**src/rtl/regfile_write_arbiter_if.sv**
```systemverilog
// Write-request and register-file write-port bundle for regfile_write_arbiter.
interface regfile_write_arbiter_if;
  logic        wb_we;
  logic [4:0]  wb_addr;
  logic [31:0] wb_data;
  logic        trap_req;
  logic [31:0] trap_epc;
  logic        uart_valid;
  logic        uart_flag;
  logic [7:0]  uart_data;
  logic        clr_flags;
  logic        rf_we;
  logic [4:0]  rf_waddr;
  logic [31:0] rf_wdata;
  logic [1:0]  rf_src;
  logic        hold_req;
  logic        trap_pending;
  logic        uart_full;
  logic        trap_overflow;
  logic        uart_overrun;

  modport master (
    output wb_we, wb_addr, wb_data, trap_req, trap_epc,
           uart_valid, uart_flag, uart_data, clr_flags,
    input  rf_we, rf_waddr, rf_wdata, rf_src, hold_req,
           trap_pending, uart_full, trap_overflow, uart_overrun
  );

  modport slave (
    input  wb_we, wb_addr, wb_data, trap_req, trap_epc,
           uart_valid, uart_flag, uart_data, clr_flags,
    output rf_we, rf_waddr, rf_wdata, rf_src, hold_req,
           trap_pending, uart_full, trap_overflow, uart_overrun
  );
endinterface

```
**src/rtl/regfile_write_arbiter.sv**
```systemverilog
// Shares the register-file write port between WB, trap EPC capture and UART bytes.
// WB always wins; trap and UART are buffered with starvation-driven bubble requests.
module regfile_write_arbiter #(
  parameter int unsigned STARVE_LIMIT = 8,
  parameter logic [4:0]  UART_REG1    = 5'd2,
  parameter logic [4:0]  UART_REG2    = 5'd3
) (
  input  logic                    clk,
  input  logic                    rst_n,
  regfile_write_arbiter_if.slave  bus
);

  localparam int unsigned AW = 5;
  localparam int unsigned DW = 32;
  localparam int unsigned UW = 8;
  localparam int unsigned CW = 4;
  localparam logic [AW-1:0] K0_ADDR = AW'(26);
  localparam logic [1:0] SRC_NONE = 2'b00;
  localparam logic [1:0] SRC_WB   = 2'b01;
  localparam logic [1:0] SRC_TRAP = 2'b10;
  localparam logic [1:0] SRC_UART = 2'b11;

  typedef struct packed {
    logic [AW-1:0] addr;
    logic [UW-1:0] data;
  } uart_entry_t;

  logic              trap_vld_q;
  logic [DW-1:0]     trap_epc_q;
  uart_entry_t       fifo_q [2];
  logic              rd_ptr_q, wr_ptr_q;
  logic [1:0]        cnt_q, cnt_d;
  logic [CW-1:0]     starve_q, starve_d;
  logic              hold_q, full_q, ovf_q, ovr_q;

  logic wb_eff, trap_drain, trap_bypass, trap_capture, trap_drop;
  logic uart_slot, uart_pop, uart_bypass, uart_push, uart_drop;
  logic any_grant, pending;
  uart_entry_t uart_in;

  // Grant decisions: WB > held trap > new trap > FIFO head > new UART byte
  always_comb begin
    wb_eff       = bus.wb_we && (bus.wb_addr != '0);
    trap_drain   = !wb_eff && trap_vld_q;
    trap_bypass  = !wb_eff && !trap_vld_q && bus.trap_req;
    trap_capture = bus.trap_req && !trap_bypass && (!trap_vld_q || trap_drain);
    trap_drop    = bus.trap_req && trap_vld_q && !trap_drain;
    uart_slot    = !wb_eff && !trap_vld_q && !bus.trap_req;
    uart_pop     = uart_slot && (cnt_q != 2'd0);
    uart_bypass  = uart_slot && (cnt_q == 2'd0) && bus.uart_valid;
    uart_push    = bus.uart_valid && !uart_bypass && ((cnt_q != 2'd2) || uart_pop);
    uart_drop    = bus.uart_valid && !uart_bypass && (cnt_q == 2'd2) && !uart_pop;
    uart_in.addr = bus.uart_flag ? UART_REG2 : UART_REG1;
    uart_in.data = bus.uart_data;
    any_grant    = trap_drain || trap_bypass || uart_pop || uart_bypass;
    pending      = trap_vld_q || (cnt_q != 2'd0);
  end

  always_comb begin
    cnt_d = cnt_q;
    if (uart_push && !uart_pop)      cnt_d = cnt_q + 2'd1;
    else if (!uart_push && uart_pop) cnt_d = cnt_q - 2'd1;
  end

  // Counts cycles a buffered write waits; any trap/UART grant restarts it
  always_comb begin
    starve_d = '0;
    if (!any_grant && pending)
      starve_d = (starve_q == '1) ? starve_q : starve_q + CW'(1);
  end

  // Write-port mux, combinational so granted writes land in the same cycle
  always_comb begin
    bus.rf_we    = 1'b0;
    bus.rf_waddr = '0;
    bus.rf_wdata = '0;
    bus.rf_src   = SRC_NONE;
    if (wb_eff) begin
      bus.rf_we    = 1'b1;
      bus.rf_waddr = bus.wb_addr;
      bus.rf_wdata = bus.wb_data;
      bus.rf_src   = SRC_WB;
    end else if (trap_vld_q) begin
      bus.rf_we    = 1'b1;
      bus.rf_waddr = K0_ADDR;
      bus.rf_wdata = trap_epc_q;
      bus.rf_src   = SRC_TRAP;
    end else if (bus.trap_req) begin
      bus.rf_we    = 1'b1;
      bus.rf_waddr = K0_ADDR;
      bus.rf_wdata = bus.trap_epc;
      bus.rf_src   = SRC_TRAP;
    end else if (cnt_q != 2'd0) begin
      bus.rf_we    = 1'b1;
      bus.rf_waddr = fifo_q[rd_ptr_q].addr;
      bus.rf_wdata = DW'(fifo_q[rd_ptr_q].data);
      bus.rf_src   = SRC_UART;
    end else if (bus.uart_valid) begin
      bus.rf_we    = 1'b1;
      bus.rf_waddr = uart_in.addr;
      bus.rf_wdata = DW'(uart_in.data);
      bus.rf_src   = SRC_UART;
    end
  end

  always_ff @(posedge clk or negedge rst_n) begin
    if (!rst_n) begin
      trap_vld_q <= 1'b0;
      trap_epc_q <= '0;
      fifo_q[0]  <= '0;
      fifo_q[1]  <= '0;
      rd_ptr_q   <= 1'b0;
      wr_ptr_q   <= 1'b0;
      cnt_q      <= '0;
      starve_q   <= '0;
      hold_q     <= 1'b0;
      full_q     <= 1'b0;
      ovf_q      <= 1'b0;
      ovr_q      <= 1'b0;
    end else begin
      if (trap_capture) begin
        trap_vld_q <= 1'b1;
        trap_epc_q <= bus.trap_epc;
      end else if (trap_drain) begin
        trap_vld_q <= 1'b0;
      end
      if (uart_push) begin
        fifo_q[wr_ptr_q] <= uart_in;
        wr_ptr_q         <= ~wr_ptr_q;
      end
      if (uart_pop) rd_ptr_q <= ~rd_ptr_q;
      cnt_q    <= cnt_d;
      full_q   <= (cnt_d == 2'd2);
      starve_q <= starve_d;
      hold_q   <= (starve_d >= CW'(STARVE_LIMIT));
      // A drop in the same cycle as clr_flags leaves the flag set
      if (trap_drop)          ovf_q <= 1'b1;
      else if (bus.clr_flags) ovf_q <= 1'b0;
      if (uart_drop)          ovr_q <= 1'b1;
      else if (bus.clr_flags) ovr_q <= 1'b0;
    end
  end

  assign bus.hold_req      = hold_q;
  assign bus.trap_pending  = trap_vld_q;
  assign bus.uart_full     = full_q;
  assign bus.trap_overflow = ovf_q;
  assign bus.uart_overrun  = ovr_q;

endmodule

```
**src/flat_wrapper.sv**
```systemverilog
// flat-port wrapper written by rule: the top's interface ports become plain ports
module regfile_write_arbiter_flat 
#(
  parameter int unsigned STARVE_LIMIT = 8,
  parameter logic [4:0]  UART_REG1    = 5'd2,
  parameter logic [4:0]  UART_REG2    = 5'd3
)
  (clk, rst_n, bus_wb_we, bus_wb_addr, bus_wb_data, bus_trap_req, bus_trap_epc, bus_uart_valid, bus_uart_flag, bus_uart_data, bus_clr_flags, bus_rf_we, bus_rf_waddr, bus_rf_wdata, bus_rf_src, bus_hold_req, bus_trap_pending, bus_uart_full, bus_trap_overflow, bus_uart_overrun);
  regfile_write_arbiter_if bus_i ();
  input  logic clk;
  input  logic rst_n;
  input wire logic [$bits(bus_i.wb_we)-1:0] bus_wb_we;
  input wire logic [$bits(bus_i.wb_addr)-1:0] bus_wb_addr;
  input wire logic [$bits(bus_i.wb_data)-1:0] bus_wb_data;
  input wire logic [$bits(bus_i.trap_req)-1:0] bus_trap_req;
  input wire logic [$bits(bus_i.trap_epc)-1:0] bus_trap_epc;
  input wire logic [$bits(bus_i.uart_valid)-1:0] bus_uart_valid;
  input wire logic [$bits(bus_i.uart_flag)-1:0] bus_uart_flag;
  input wire logic [$bits(bus_i.uart_data)-1:0] bus_uart_data;
  input wire logic [$bits(bus_i.clr_flags)-1:0] bus_clr_flags;
  output wire logic [$bits(bus_i.rf_we)-1:0] bus_rf_we;
  output wire logic [$bits(bus_i.rf_waddr)-1:0] bus_rf_waddr;
  output wire logic [$bits(bus_i.rf_wdata)-1:0] bus_rf_wdata;
  output wire logic [$bits(bus_i.rf_src)-1:0] bus_rf_src;
  output wire logic [$bits(bus_i.hold_req)-1:0] bus_hold_req;
  output wire logic [$bits(bus_i.trap_pending)-1:0] bus_trap_pending;
  output wire logic [$bits(bus_i.uart_full)-1:0] bus_uart_full;
  output wire logic [$bits(bus_i.trap_overflow)-1:0] bus_trap_overflow;
  output wire logic [$bits(bus_i.uart_overrun)-1:0] bus_uart_overrun;
  assign bus_i.wb_we = bus_wb_we;
  assign bus_i.wb_addr = bus_wb_addr;
  assign bus_i.wb_data = bus_wb_data;
  assign bus_i.trap_req = bus_trap_req;
  assign bus_i.trap_epc = bus_trap_epc;
  assign bus_i.uart_valid = bus_uart_valid;
  assign bus_i.uart_flag = bus_uart_flag;
  assign bus_i.uart_data = bus_uart_data;
  assign bus_i.clr_flags = bus_clr_flags;
  assign bus_rf_we = bus_i.rf_we;
  assign bus_rf_waddr = bus_i.rf_waddr;
  assign bus_rf_wdata = bus_i.rf_wdata;
  assign bus_rf_src = bus_i.rf_src;
  assign bus_hold_req = bus_i.hold_req;
  assign bus_trap_pending = bus_i.trap_pending;
  assign bus_uart_full = bus_i.uart_full;
  assign bus_trap_overflow = bus_i.trap_overflow;
  assign bus_uart_overrun = bus_i.uart_overrun;
  regfile_write_arbiter #(.STARVE_LIMIT(STARVE_LIMIT), .UART_REG1(UART_REG1), .UART_REG2(UART_REG2)) u_core (.clk(clk), .rst_n(rst_n), .bus(bus_i));
endmodule
```
**config.mk**
```make
export PLATFORM = sky130hd
export DESIGN_NAME = regfile_write_arbiter_flat
export DESIGN_NICKNAME = d
export VERILOG_FILES = /design/src/rtl/regfile_write_arbiter_if.sv /design/src/rtl/regfile_write_arbiter.sv /design/src/flat_wrapper.sv
export SDC_FILE = /design/constraint.sdc
export NUM_CORES = 1
export LEC_CHECK = 0
export BUFFER_PORTS_ARGS = -buffer_cell sky130_fd_sc_hd__buf_2
export CAP_MARGIN = 0
export CORE_MARGIN = 4
export CORE_UTILIZATION = 30
export DETAILED_ROUTE_END_ITERATION = 16
export GPL_TIMING_DRIVEN = 0
export MAX_ROUTING_LAYER = met4
export PLACE_DENSITY_LB_ADDON = 0.1
export SLEW_MARGIN = 20
export SYNTH_ARGS = -nofsm -noshare
export SYNTH_HDL_FRONTEND = slang
export SYNTH_SLANG_ARGS = --single-unit
```
**constraint.sdc**
```tcl
create_clock -name clk -period 2.3 [get_ports clk]
set_input_delay 0.115 -clock clk [delete_from_list [all_inputs] [get_ports clk]]
set_output_delay 0.115 -clock clk [all_outputs]
set_load 0.01 [all_outputs]
```
==> Word level (Yosys, flattened, before mapping) <==
Cells that the tools add are included.
{ "word_totals": {"ff_bits": 71, "latchBits": 0, "mem_bits_rw": 0, "rom_bits": 0, "in_bits": 84, "word_cells": 106, "memories": 0} }
{ "op_classes": {"add_sub_neg": 3, "mul": 0, "div_mod_pow": 0, "order_cmp": 4, "eq_ne": 4, "shifts": 0, "n_mux": 36, "n_bitwise": 4, "n_reduce_logical": 41} }
{ "op_table": {"columns": ["cell", "count"], "rows": [
  ["2-to-1 mux 32 bit", 4],
  ["2-to-1 mux 13 bit", 4],
  ["bitwise mux 26 bit", 1],
  ["2-to-1 mux 5 bit", 5],
  ["logical AND 1 bit", 20],
  ["2-to-1 mux 2 bit", 7],
  ["demux 13 bit (select 1 bit)", 1],
  ["2-to-1 mux 1 bit", 11],
  ["zero test 1 bit", 9],
  ["2-to-1 mux 4 bit", 2],
  ["2-to-1 mux 8 bit", 1],
  ["nonzero test 2 bit", 4],
  ["logical OR 1 bit", 6],
  ["nonzero test 5 bit", 1],
  ["adder 4 x 1 -> 4 bit, second input constant", 1],
  ["== test 2 bit, second input constant", 2],
  ["== test 4 bit, second input constant", 1],
  [">= comparator 2 bit, second input constant", 2],
  [">= comparator 4 bit, second input constant", 1],
  ["NOT 1 -> 2 bit", 2],
  ["adder 2 x 1 -> 2 bit, second input constant", 1],
  ["zero test 2 bit", 1],
  ["< comparator 2 x 1 -> 1 bit, second input constant", 1],
  ["inequality test 2 bit, second input constant", 1],
  ["other kinds (2)", 3]
]} }

==> Logic depth before layout (Yosys ltp) <==
{ "logic_depth": {"word_depth": 15, "ltp_mapped": 7} }

==> Worst setup path after synthesis <==
Ideal clock, no wire load.
{ "synth_timing": {"kind": "reg2reg", "startpoint": "register u_core.trap_vld_q (netlist: u_core.bus.trap_pending)", "endpoint": "register u_core.fifo_q[13] (netlist bit)", "setup_time_ps": 125, "t_arrival_ps": 1865, "required_ps": 2175, "path_slack_ps": 310, "stages_incl_launch_ff": 6, "path_buffers": 1, "synth_period_minus_slack_ps": 1990, "path_cell_list": "dfrtp_1 > buf_2 > nor3_1 > a2111o_1 > o22ai_2 > mux2_2"} }
{ "synth_between": {"elab_chain_len": 8} }
{ "synth_lines": {"columns": ["element", "line", "rtl"], "rows": [
  ["from (decl)", "regfile_write_arbiter.sv:28", "logic trap_vld_q;"],
  ["from (signal assigned)", "regfile_write_arbiter.sv:108", "trap_vld_q <= 1'b0;"],
  ["from (signal assigned)", "regfile_write_arbiter.sv:122", "trap_vld_q <= 1'b1;"],
  ["from (signal assigned)", "regfile_write_arbiter.sv:125", "trap_vld_q <= 1'b0;"],
  ["zero test 1 bit *", "regfile_write_arbiter.sv:48", "uart_slot = !wb_eff && !trap_vld_q && !bus.trap_req;"],
  ["logical AND 1 bit * (2 in series)", "regfile_write_arbiter.sv:48", null],
  ["logical AND 1 bit (2 in series)", "regfile_write_arbiter.sv:50", "uart_bypass = uart_slot && (cnt_q == 2'd0) && bus.uart_valid;"],
  ["zero test 1 bit", "regfile_write_arbiter.sv:51", "uart_push = bus.uart_valid && !uart_bypass && ((cnt_q != 2'd2) || uart_pop);"],
  ["logical AND 1 bit", "regfile_write_arbiter.sv:51", null],
  ["logical AND 1 bit *", "regfile_write_arbiter.sv:51", null],
  ["to (signal, indexed assignment)", "regfile_write_arbiter.sv:128", "fifo_q[wr_ptr_q] <= uart_in;"],
  ["to (decl)", "regfile_write_arbiter.sv:30", "uart_entry_t fifo_q [2];"]
]} }
Mark *: on every way between the ends. The rest lies on a longest branch, timed or not.
A chain may end at the register's enable or synchronous reset.

==> Final worst setup path <==
{ "layout_timing": {"startpoint": "register u_core.cnt_q[0]", "endpoint": "register u_core.fifo_q[8] (netlist bit)"} }
{ "layout_between": {"elab_chain_len": 6} }
{ "layout_lines": {"columns": ["element", "line", "rtl"], "rows": [
  ["from (decl)", "regfile_write_arbiter.sv:32", "logic [1:0] cnt_q, cnt_d;"],
  ["from (signal assigned)", "regfile_write_arbiter.sv:132", "cnt_q <= cnt_d;"],
  ["zero test 2 bit", "regfile_write_arbiter.sv:50", null],
  ["logical AND 1 bit (2 in series)", "regfile_write_arbiter.sv:50", null],
  ["zero test 1 bit", "regfile_write_arbiter.sv:51", null],
  ["logical AND 1 bit", "regfile_write_arbiter.sv:51", null],
  ["logical AND 1 bit *", "regfile_write_arbiter.sv:51", null]
]} }
Marks and branches as above.

==> results.cfg <==
[timing]
setup_viol = 0
finalHoldViolCount = 0
clock_skew_ns = 0.00865
period_minus_slack_ns = 2.22
slew_headroom_pct = 55.9
final_max_slew_viol_count = 0
hold_ws_ns = 0.0219
fin_ws_ns = 0.0813
final.period_utilization_pct = 96.5
clock.fmax_mhz = 451
worst_pin_slew_ns = 0.654

[route]
post-route-drc-count = 0
drtPass1Iterations = 4
antenna_left = 0
wl_per_cell_um = 17.0
totalWireLength_mm = 10.9
num_vias = 3235
viasPerCell = 5.04
first_iter_violations = 104

[logic_synthesis]
synth_fp_nets = 441
yosysTopAreaCell = dfrtp_1
synth_ff_type = dfrtp_1
synth_warnings = 0
seq_area_frac_synth_pct = 45.2
ys_async_sr_fraction_pct = 100
synthCells = 354
netlist_top_cells_count = dfrtp_1, nor2_1, mux2_1
synth.most_common_cell = dfrtp_1
synth.distinct_cells = 39
syn_avg_cell_area_um2 = 10.2
synth_edf_count = 0
netlist_area_um2 = 3600
synth-seq-cells = 65
synth_area_leaders = dfrtp_1, mux2_1, mux2_2
yosysTopAreaCellShare_pct = 45.2

[die]
rows = 39
die_x_um = 118
ios = 129
dieArea_um2 = 13800
initial_core_util_pct = 31.1
die_h_um = 118
core-area_um2 = 11600

[setup_path]
cp-end-kind = flop
cp_max_fo = 10
cp_slowest_cell = nor4_1
required_ns = 2.50
ff2ff_setup_slack_ns = 0.08
max_stage_delay_ns = 0.36
crit_buf_inv = 2
critPathKind = reg -> reg
cpLargestDelayFamily = compound AO/OA/AOI/OAI gates
worstPathCellList = inv_1, ha_2, nor4_1, a31oi_2, o2bb2a_1, clkbuf_4, mux2_2
crit_arrival_ns = 2.42
cp-start-kind = flop

[pwr]
ir_drop_v = 0.000447
totalPowerFinal_mw = 4.70
p_leak_nw = 2.26
p_per_area_nw_per_um2 = 978

[clock_tree]
clockRootBuffer = clkbuf_16
path_clk_slew_ns = 0.06
clkSinkCount = 65
cts_made_buffers = 9
clk_latency_ns = 0.33
cts_tree = yes
cts_buffer_depth = 2
cts.htree.levels = 3

[final_layout]
fin_area_um2 = 4800
antenna_cells = 0
nets = 582
syn_to_final_growth_pct = 33.4
drive_gt1_share_pct = 38.5

[global_routing]
overflow = 0
grt_busiest_layer = met2
grt_max_degree = 37
gr-usage-met2_pct = 24.7
grt_pass1_wl_mm = 17.5
antenna_found_initial = 0
track_usage_pct = 16.2
first_global_vias = 3274
use_met1_pct = 20.8
grt_util_met3_pct = 5.09

[hold_path]
hold_class = in -> reg

[place]
place.gp.congestion = 0.847
port_buffers = 128
place_ws_ns = -0.116
place_area_um2 = 4440
dp_hpwl_mm = 8.08

[flow_run]
maxCapViolCount = 0

[outcome]
status = completed
-- final cells by class --
cell class,instances,area (um^2)
fill,1191,6760
multi-input combinational,249,1840
sequential,65,1630
timing repair buffer,131,693
clock buffer,12,256
tap,143,179
buffer,25,114
inverter,14,52.6
clock inverter,3,40.0
-- final timing paths --
path	end	depth (start not counted)	from
min	u_core.trap_epc_q[28]$_DFFE_PN0P_	2	bus_trap_epc[28]
min reg2reg	u_core.fifo_q[22]$_DFFE_PN0P_	1	u_core.fifo_q[22]$_DFFE_PN0P_
max	u_core.fifo_q[8]$_DFFE_PN0P_	7	u_core.cnt_q[0]$_DFF_PN0_
max in group asynchronous	u_core.trap_epc_q[26]$_DFFE_PN0P_	3	rst_n
max reg2reg	u_core.fifo_q[8]$_DFFE_PN0P_	7	u_core.cnt_q[0]$_DFF_PN0_
min in group asynchronous	u_core.fifo_q[4]$_DFFE_PN0P_	2	rst_n
-- per-layer routing --
| metal | routed length, um | part of all wire, % |
|---|---|---|
| met1 | 5110 | 47 |
| met2 | 5010 | 46 |
| met3 | 696 | 6.4 |
| met4 | 94 | 0.86 |
| met5 | 0 | 0 |
-- state kept, by name, indices dropped and copies added (netlist names) --
| register | flops |
|---|---|
| u_core.bus.trap_pending | 1 |
| u_core.bus.uart_full | 1 |
| u_core.wr_ptr_q | 1 |
| u_core.bus.uart_overrun | 1 |
| u_core.fifo_q | 20 |
| u_core.bus.hold_req | 1 |
| u_core.rd_ptr_q | 1 |
| u_core.starve_q | 4 |
| u_core.trap_epc_q | 32 |
| u_core.bus.trap_overflow | 1 |
| u_core.cnt_q | 2 |
-- logic make-up (layout without fill, tap and decap cells) --
kind of cell             Yosys count  after routing  share of synthesized area [%]
AND/OR/NAND/NOR                   90             90                           10.9
AO/OA/AOI/OAI                     88             88                           17.8
flip-flops                        65             65                           45.2
multiplexers                      63             63                           19.5
buffers and inverters             40            185                           4.34
adder cells (fa/ha/maj)            4              4                           1.32
XOR/XNOR                           4              4                          0.973
-- where the power goes --
group	internal (mW)	switching, mW	total, mW
Sequential	1.51	0.224	1.73
Combinational	0.823	0.775	1.60
Clock	0.888	0.481	1.37
-- placed cells by master (no fill, tap or decap), types with 2 or more instances in the layout --
cell type,instances
nor4_1,3
buf_12,2
clkbuf_4,2
dfrtp_1,65
ha_1,2
nor2_1,57
nor3_1,3
buf_2,130
nand3_1,5
a221oi_1,24
and3_1,8
clkbuf_16,9
mux2_1,30
clkbuf_8,2
a21oi_1,24
mux2_2,28
nand2b_1,2
a211oi_1,2
clkbuf_2,7
nand2_1,7
a22o_1,8
xnor2_1,3
o21ai_0,12
a31oi_1,2
o2bb2a_1,2
a32o_1,2
or2_2,2
mux2i_1,4
inv_1,14
o21a_1,2
clkbuf_1,14
clkinv_2,2
-- what timing repair did --
action,4_1_cts,5_1_grt
pin swaps,0,1
buffers inserted,0,1
hold buffers,1,0
resized for setup,3,18
endpoints found under the setup margin,25,78
hold endpoints to repair,35,0
-- metrics by stage --
step	std cells	util, %	TNS (ns)
after CTS	641	41.2	0
final	642	41.5	0
after global routing	642	41.5	-0.00183
after floorplan	354	-	0
after detailed placement	626	38.4	-4.17
after global placement	625	38.2	-3.89
(Power assumes the default switching activity.)
